===== src/rtl/alu_8bit_ctrl_if.sv =====
// Command handshake bundle between a command source and the ALU sequencer.
// The master issues ALU commands; the slave (sequencer) returns ready.
interface alu_8bit_ctrl_if;
  logic       i_cmd_valid;
  logic       o_cmd_ready;
  logic [2:0] i_cmd_op;
  logic [1:0] i_cmd_ra;
  logic [1:0] i_cmd_rb;
  logic [1:0] i_cmd_rd;
  logic       i_cmd_wr;

  modport master (
    output i_cmd_valid, i_cmd_op, i_cmd_ra, i_cmd_rb, i_cmd_rd, i_cmd_wr,
    input  o_cmd_ready
  );

  modport slave (
    input  i_cmd_valid, i_cmd_op, i_cmd_ra, i_cmd_rb, i_cmd_rd, i_cmd_wr,
    output o_cmd_ready
  );
endinterface


===== src/rtl/alu_8bit_ctrl.sv =====
// Sequencer and 4x8 operand register file around the combinational 8-bit ALU.
// One command per three cycles: accept (IDLE), capture/writeback (EXEC), report (DONE).
module alu_8bit_ctrl (
  input  logic                 i_clk,
  input  logic                 i_rst_n,
  alu_8bit_ctrl_if.slave       cmd,
  input  logic                 i_ld_valid,
  input  logic [1:0]           i_ld_addr,
  input  logic [7:0]           i_ld_data,
  input  logic [1:0]           i_rd_addr,
  output logic [7:0]           o_rd_data,
  output logic [7:0]           o_alu_a,
  output logic [7:0]           o_alu_b,
  output logic [2:0]           o_alu_op,
  input  logic [7:0]           i_alu_result,
  input  logic [7:0]           i_alu_flag,
  output logic [7:0]           o_result,
  output logic [7:0]           o_flag,
  output logic                 o_done,
  output logic                 o_ovf_sticky,
  input  logic                 i_clr_sticky,
  output logic [7:0]           o_cmd_cnt
);

  typedef enum logic [1:0] {
    IDLE = 2'd0,
    EXEC = 2'd1,
    DONE = 2'd2
  } state_t;

  state_t          state, state_nxt;
  logic [3:0][7:0] regs;
  logic [1:0]      rd_q;
  logic            wr_q;
  logic            ready;
  logic            done;
  logic            accept;
  logic            ovf_set;

  always_ff @(posedge i_clk) begin
    if (!i_rst_n) state <= IDLE;
    else          state <= state_nxt;
  end

  // Ready/done are gated by reset so an aborted command never reports.
  always_comb begin
    state_nxt = state;
    ready     = 1'b0;
    done      = 1'b0;
    case (state)
      IDLE: begin
        ready = i_rst_n;
        if (cmd.i_cmd_valid) state_nxt = EXEC;
      end
      EXEC: state_nxt = DONE;
      DONE: begin
        done      = i_rst_n;
        state_nxt = IDLE;
      end
      default: state_nxt = IDLE;
    endcase
  end

  assign cmd.o_cmd_ready = ready;
  assign o_done          = done;
  assign accept          = cmd.i_cmd_valid & ready;
  assign ovf_set         = (state == EXEC) & i_alu_flag[0];
  assign o_rd_data       = regs[i_rd_addr];

  // Direct loads only land in IDLE; writeback only in EXEC, so they never collide.
  always_ff @(posedge i_clk) begin
    if (!i_rst_n)
      regs <= '0;
    else if (state == IDLE && i_ld_valid)
      regs[i_ld_addr] <= i_ld_data;
    else if (state == EXEC && wr_q)
      regs[rd_q] <= i_alu_result;
  end

  // Operands sample the register file before any same-edge load.
  always_ff @(posedge i_clk) begin
    if (!i_rst_n) begin
      o_alu_a  <= '0;
      o_alu_b  <= '0;
      o_alu_op <= '0;
      rd_q     <= '0;
      wr_q     <= 1'b0;
    end else if (accept) begin
      o_alu_a  <= regs[cmd.i_cmd_ra];
      o_alu_b  <= regs[cmd.i_cmd_rb];
      o_alu_op <= cmd.i_cmd_op;
      rd_q     <= cmd.i_cmd_rd;
      wr_q     <= cmd.i_cmd_wr;
    end
  end

  always_ff @(posedge i_clk) begin
    if (!i_rst_n) begin
      o_result <= '0;
      o_flag   <= '0;
    end else if (state == EXEC) begin
      o_result <= i_alu_result;
      o_flag   <= i_alu_flag;
    end
  end

  always_ff @(posedge i_clk) begin
    if (!i_rst_n)          o_ovf_sticky <= 1'b0;
    else if (ovf_set)      o_ovf_sticky <= 1'b1;
    else if (i_clr_sticky) o_ovf_sticky <= 1'b0;
  end

  always_ff @(posedge i_clk) begin
    if (!i_rst_n)           o_cmd_cnt <= '0;
    else if (state == DONE) o_cmd_cnt <= o_cmd_cnt + 8'd1;
  end

endmodule


===== src/flat_wrapper.sv =====
// flat-port wrapper written by rule: the top's interface ports become plain ports
module alu_8bit_ctrl_flat 
  (i_clk, i_rst_n, i_ld_valid, i_ld_addr, i_ld_data, i_rd_addr, o_rd_data, o_alu_a, o_alu_b, o_alu_op, i_alu_result, i_alu_flag, o_result, o_flag, o_done, o_ovf_sticky, i_clr_sticky, o_cmd_cnt, cmd_i_cmd_valid, cmd_i_cmd_op, cmd_i_cmd_ra, cmd_i_cmd_rb, cmd_i_cmd_rd, cmd_i_cmd_wr, cmd_o_cmd_ready);
  alu_8bit_ctrl_if cmd_i ();
  input  logic i_clk;
  input  logic i_rst_n;
  input  logic i_ld_valid;
  input  logic [1:0] i_ld_addr;
  input  logic [7:0] i_ld_data;
  input  logic [1:0] i_rd_addr;
  output logic [7:0] o_rd_data;
  output logic [7:0] o_alu_a;
  output logic [7:0] o_alu_b;
  output logic [2:0] o_alu_op;
  input  logic [7:0] i_alu_result;
  input  logic [7:0] i_alu_flag;
  output logic [7:0] o_result;
  output logic [7:0] o_flag;
  output logic o_done;
  output logic o_ovf_sticky;
  input  logic i_clr_sticky;
  output logic [7:0] o_cmd_cnt;
  input wire logic [$bits(cmd_i.i_cmd_valid)-1:0] cmd_i_cmd_valid;
  input wire logic [$bits(cmd_i.i_cmd_op)-1:0] cmd_i_cmd_op;
  input wire logic [$bits(cmd_i.i_cmd_ra)-1:0] cmd_i_cmd_ra;
  input wire logic [$bits(cmd_i.i_cmd_rb)-1:0] cmd_i_cmd_rb;
  input wire logic [$bits(cmd_i.i_cmd_rd)-1:0] cmd_i_cmd_rd;
  input wire logic [$bits(cmd_i.i_cmd_wr)-1:0] cmd_i_cmd_wr;
  output wire logic [$bits(cmd_i.o_cmd_ready)-1:0] cmd_o_cmd_ready;
  assign cmd_i.i_cmd_valid = cmd_i_cmd_valid;
  assign cmd_i.i_cmd_op = cmd_i_cmd_op;
  assign cmd_i.i_cmd_ra = cmd_i_cmd_ra;
  assign cmd_i.i_cmd_rb = cmd_i_cmd_rb;
  assign cmd_i.i_cmd_rd = cmd_i_cmd_rd;
  assign cmd_i.i_cmd_wr = cmd_i_cmd_wr;
  assign cmd_o_cmd_ready = cmd_i.o_cmd_ready;
  alu_8bit_ctrl u_core (.i_clk(i_clk), .i_rst_n(i_rst_n), .cmd(cmd_i), .i_ld_valid(i_ld_valid), .i_ld_addr(i_ld_addr), .i_ld_data(i_ld_data), .i_rd_addr(i_rd_addr), .o_rd_data(o_rd_data), .o_alu_a(o_alu_a), .o_alu_b(o_alu_b), .o_alu_op(o_alu_op), .i_alu_result(i_alu_result), .i_alu_flag(i_alu_flag), .o_result(o_result), .o_flag(o_flag), .o_done(o_done), .o_ovf_sticky(o_ovf_sticky), .i_clr_sticky(i_clr_sticky), .o_cmd_cnt(o_cmd_cnt));
endmodule

===== config.mk =====
export PLATFORM = sky130hd
export DESIGN_NAME = alu_8bit_ctrl_flat
export DESIGN_NICKNAME = d
export VERILOG_FILES = /design/src/rtl/alu_8bit_ctrl_if.sv /design/src/rtl/alu_8bit_ctrl.sv /design/src/flat_wrapper.sv
export SDC_FILE = /design/constraint.sdc
export NUM_CORES = 1
export LEC_CHECK = 0
export ABC_AREA = 1
export ABC_CLOCK_PERIOD_IN_PS = 3500
export CAP_MARGIN = 40
export CORE_MARGIN = 5
export CORE_UTILIZATION = 40
export CTS_CLUSTER_SIZE = 30
export DETAILED_ROUTE_END_ITERATION = 12
export HOLD_SLACK_MARGIN = 0.06
export PLACE_DENSITY_LB_ADDON = 0.12
export SETUP_SLACK_MARGIN = 0.5
export SYNTH_ARGS = -nofsm -noshare
export SYNTH_HDL_FRONTEND = slang
export SYNTH_SLANG_ARGS = --single-unit

===== constraint.sdc =====
create_clock -name i_clk -period 3.5 [get_ports i_clk]
set_input_delay 0.525 -clock i_clk [delete_from_list [all_inputs] [get_ports i_clk]]
set_output_delay 0.525 -clock i_clk [all_outputs]
set_load 0.1 [all_outputs]

==> flow_metrics.env <==
export IMPL_p_leak_uw=0.00281
export IMPL_ys_ff_latch=81
export IMPL_rrSetupSlack_ps=1660
export IMPL_cts_num_sinks=81
export IMPL_io_buffers=96
export IMPL_rr_worst_depth=4
export IMPL_hp_start="u_core.o_alu_b[0]$_SDFFE_PN0P_"
export IMPL_slew_violations=0
export IMPL_clk_latency_ps=360
export IMPL_cpPeakStageDelay_ps=460
export IMPL_cts_resized=0
export IMPL_final_util_pct=61.2
export IMPL_setup_worst_path_start_class="input port"
export IMPL_fmax_mhz=366
export IMPL_cp_required_ps=2970
export IMPL_drt_iter0_markers=366
export IMPL_grt_ovfl_total=0
export IMPL_die_w_um=114
export IMPL_fin_ws_ps=765
export IMPL_grt_max_degree=77
export IMPL_critical_path_max_fanout=20
export IMPL_hold_path_class="reg -> reg"
export IMPL_synth_top_family_by_area="simple AND/OR/NAND/NOR gates"
export IMPL_rsz0062_at_grt="false"
export IMPL_layout_commonest_cell="nand2_1"
export IMPL_route_detailed_wl_per_inst_um=14.5
export IMPL_rows=37
export IMPL_post_route_period_util_pct=78.1
export IMPL_synth_avg_cell_area_um2=6.30
export IMPL_gp_congestion=0.866
export IMPL_diodes=0
export IMPL_cts_buffers=9
export IMPL_cpMaxStageDelayCell="clkdlybuf4s50_1"
export IMPL_synthAdderAreaFrac_pct=0.291
export IMPL_arrival_ps=2210
export IMPL_end_kind="output port"
export IMPL_final_nets=851
export IMPL_fin_total_pwr_uw=2600
export IMPL_crit_top_cell="a21oi_1"
export IMPL_syn_to_final_growth_pct=48.4
export IMPL_vias=4783
export IMPL_grt_pass1_wl_um=22700
export IMPL_clk_pin_slew_worst_paths_ps=90
export IMPL_tightest_slew_ps=755
export IMPL_fin_crit_ps=2740
export IMPL_grt_pass1_vias=4537
export IMPL_yosys_warnings=0
export IMPL_power_per_cell_area_nw_per_um2=408
export IMPL_path_cells="clkdlybuf4s50_1 > buf_4 > inv_1 > o21ai_0 > a21oi_1 > a21oi_1 > buf_12"
export IMPL_dp_slack_ps=792
export IMPL_synth_area_um2=4300
export IMPL_grt_usage_pct=21.5
export IMPL_place_hpwl_um=10400
export IMPL_regToRegEndpoint="u_core.o_flag[0]$_SDFFE_PN0N_"
export IMPL_final_fill_count=945
export IMPL_die_area_um2=12900
export IMPL_setup_viol=0
export IMPL_drive_gt1_share_pct=11.1
export IMPL_ctsRootBufferMaster="clkbuf_8"
export IMPL_fin_tns_setup_ps=0
export IMPL_netlist_cell_type_count=21
export IMPL_placed_cell_area_um2=6160
export IMPL_antenna_found_initial=0
export IMPL_final_cell_area_um2=6380
export IMPL_wirelength_um=13700
export IMPL_path_class="in -> out"
export IMPL_crit_reg2reg_launch="u_core.state[0]$_SDFFE_PN0P_"
export IMPL_synth_compound_area_share_pct=11.5
export IMPL_cts_tree="yes"
export IMPL_ios=97
export IMPL_synthMuxAreaShare_pct=0
export IMPL_ctsHoldBuffers=0
export IMPL_cts_setup_buffers=0
export IMPL_synth_simple_area_share_pct=44.5
export IMPL_synth_nets=726
export IMPL_synthCells=682
export IMPL_layout_common_cells="177 x nand2_1, 136 x nor2_1, 85 x clkdlybuf4s50_1, 81 x dfxtp_1, 80 x nand3_1"
export IMPL_chipHeight_um=114
export IMPL_ant_nets=0
export IMPL_drtPass1Iterations=5
export IMPL_hold_violations=0
export IMPL_synthXorXnorAreaFrac_pct=0
export IMPL_cts_max_path_buffers=2
export IMPL_ys_seq_area_share_pct=37.7
export IMPL_coreArea_um2=10400
export IMPL_hold_path_end="u_core.o_alu_b[0]$_SDFFE_PN0P_"
export IMPL_vias_per_cell=5.05
export IMPL_holdPathStages=2
export IMPL_fin_skew_ps=11.1
export IMPL_drc_errors=0
export IMPL_drv_cap=0
export IMPL_status="completed"
export IMPL_htreeDepth=3
export IMPL_initial_utilization_pct=41.3
export IMPL_max_slew_margin_rel_pct=49.6
export IMPL_ir_drop_uv=249
[cell families (layout without fill, tap and decap cells)]
| logic type | after synthesis | after routing |
|---|---|---|
| flip-flops | 81 | 81 |
| AO/OA/AOI/OAI | 96 | 96 |
| adder cells (fa/ha/maj) | 1 | 1 |
| buffers and inverters | 66 | 196 |
| AND/OR/NAND/NOR | 438 | 438 |
[synthesized netlist by cell type]
master / n / area, um^2
nand2_1: 177 / 664
nor2_1: 136 / 510
dfxtp_1: 81 / 1620
nand3_1: 80 / 400
o21ai_0: 55 / 275
inv_1: 34 / 128
a21oi_1: 30 / 150
nand3b_1: 25 / 188
clkbuf_1: 19 / 71.3
o22ai_1: 10 / 62.6
buf_2: 7 / 35.0
nor2_2: 7 / 43.8
nor2_4: 5 / 56.3
buf_1: 4 / 15.0
nand4_1: 3 / 18.8
nor3_1: 3 / 15.0
clkinv_1: 2 / 7.51
ha_1: 1 / 12.5
nand2_2: 1 / 6.26
nand2_4: 1 / 11.3
o21ai_1: 1 / 5.00
[routing by layer]
metal / GRT usage (%) / share of wire (%) / vias to the layer above
li1: - / - / 2470
met1: 29.8 / 47 / 2136
met2: 34.6 / 46 / 171
met3: 4.19 / 6.2 / 6
met4: 4.81 / 0.72 / 0
met5: 0 / 0 / -
[worst max-delay path, delay by kind of cell]
kind,cells,cell delay (ps)
AO/OA/AOI/OAI,3,580
buffers and inverters,4,1100
[power breakdown]
group          internal, uW  switching, uW
combinational           287            510
clock                   409            380
sequential              972           43.5
[cell type report]
| cell class | instances | area (um^2) | area share [%] |
|---|---|---|---|
| repair buffers | 144 | 1800 | 28.3 |
| clock buffers | 9 | 124 | 1.94 |
| clock inverters | 7 | 98.8 | 1.55 |
| inverters | 36 | 135 | 2.12 |
| flip-flops and latches | 81 | 1620 | 25.4 |
| well taps | 136 | 170 | 2.67 |
| multi-input cells | 535 | 2420 | 38.0 |
[registers in the layout, indices dropped and copies added (netlist names)]
register,cells
u_core.o_alu_a,8
u_core.o_alu_b,8
u_core.o_alu_op,3
u_core.o_cmd_cnt,8
u_core.o_flag,8
u_core.o_ovf_sticky,1
u_core.o_result,8
u_core.rd_q,2
u_core.regs,32
u_core.state,2
u_core.wr_q,1
[metrics by stage]
| stage | hold WS, ps | cells |
|---|---|---|
| 2_1_floorplan | 451 | 682 |
| 3_3_place_gp | 456 | 887 |
| 3_5_place_dp | 463 | 932 |
| 4_1_cts | 477 | 948 |
| 5_1_grt | 498 | 948 |
| 6_report | 474 | 948 |
[worst max-delay path by stage]
stage	start	endpoint	slack, ps
6_report	i_rd_addr[0]	o_rd_data[7]	760
3_5_place_dp	i_rd_addr[0]	o_rd_data[7]	790
3_3_place_gp	i_rd_addr[0]	o_rd_data[7]	810
5_1_grt	i_rd_addr[0]	o_rd_data[2]	600
2_1_floorplan	i_rd_addr[1]	o_rd_data[3]	560
4_1_cts	i_rd_addr[0]	o_rd_data[7]	780
Power figures use the tool's default switching activity.
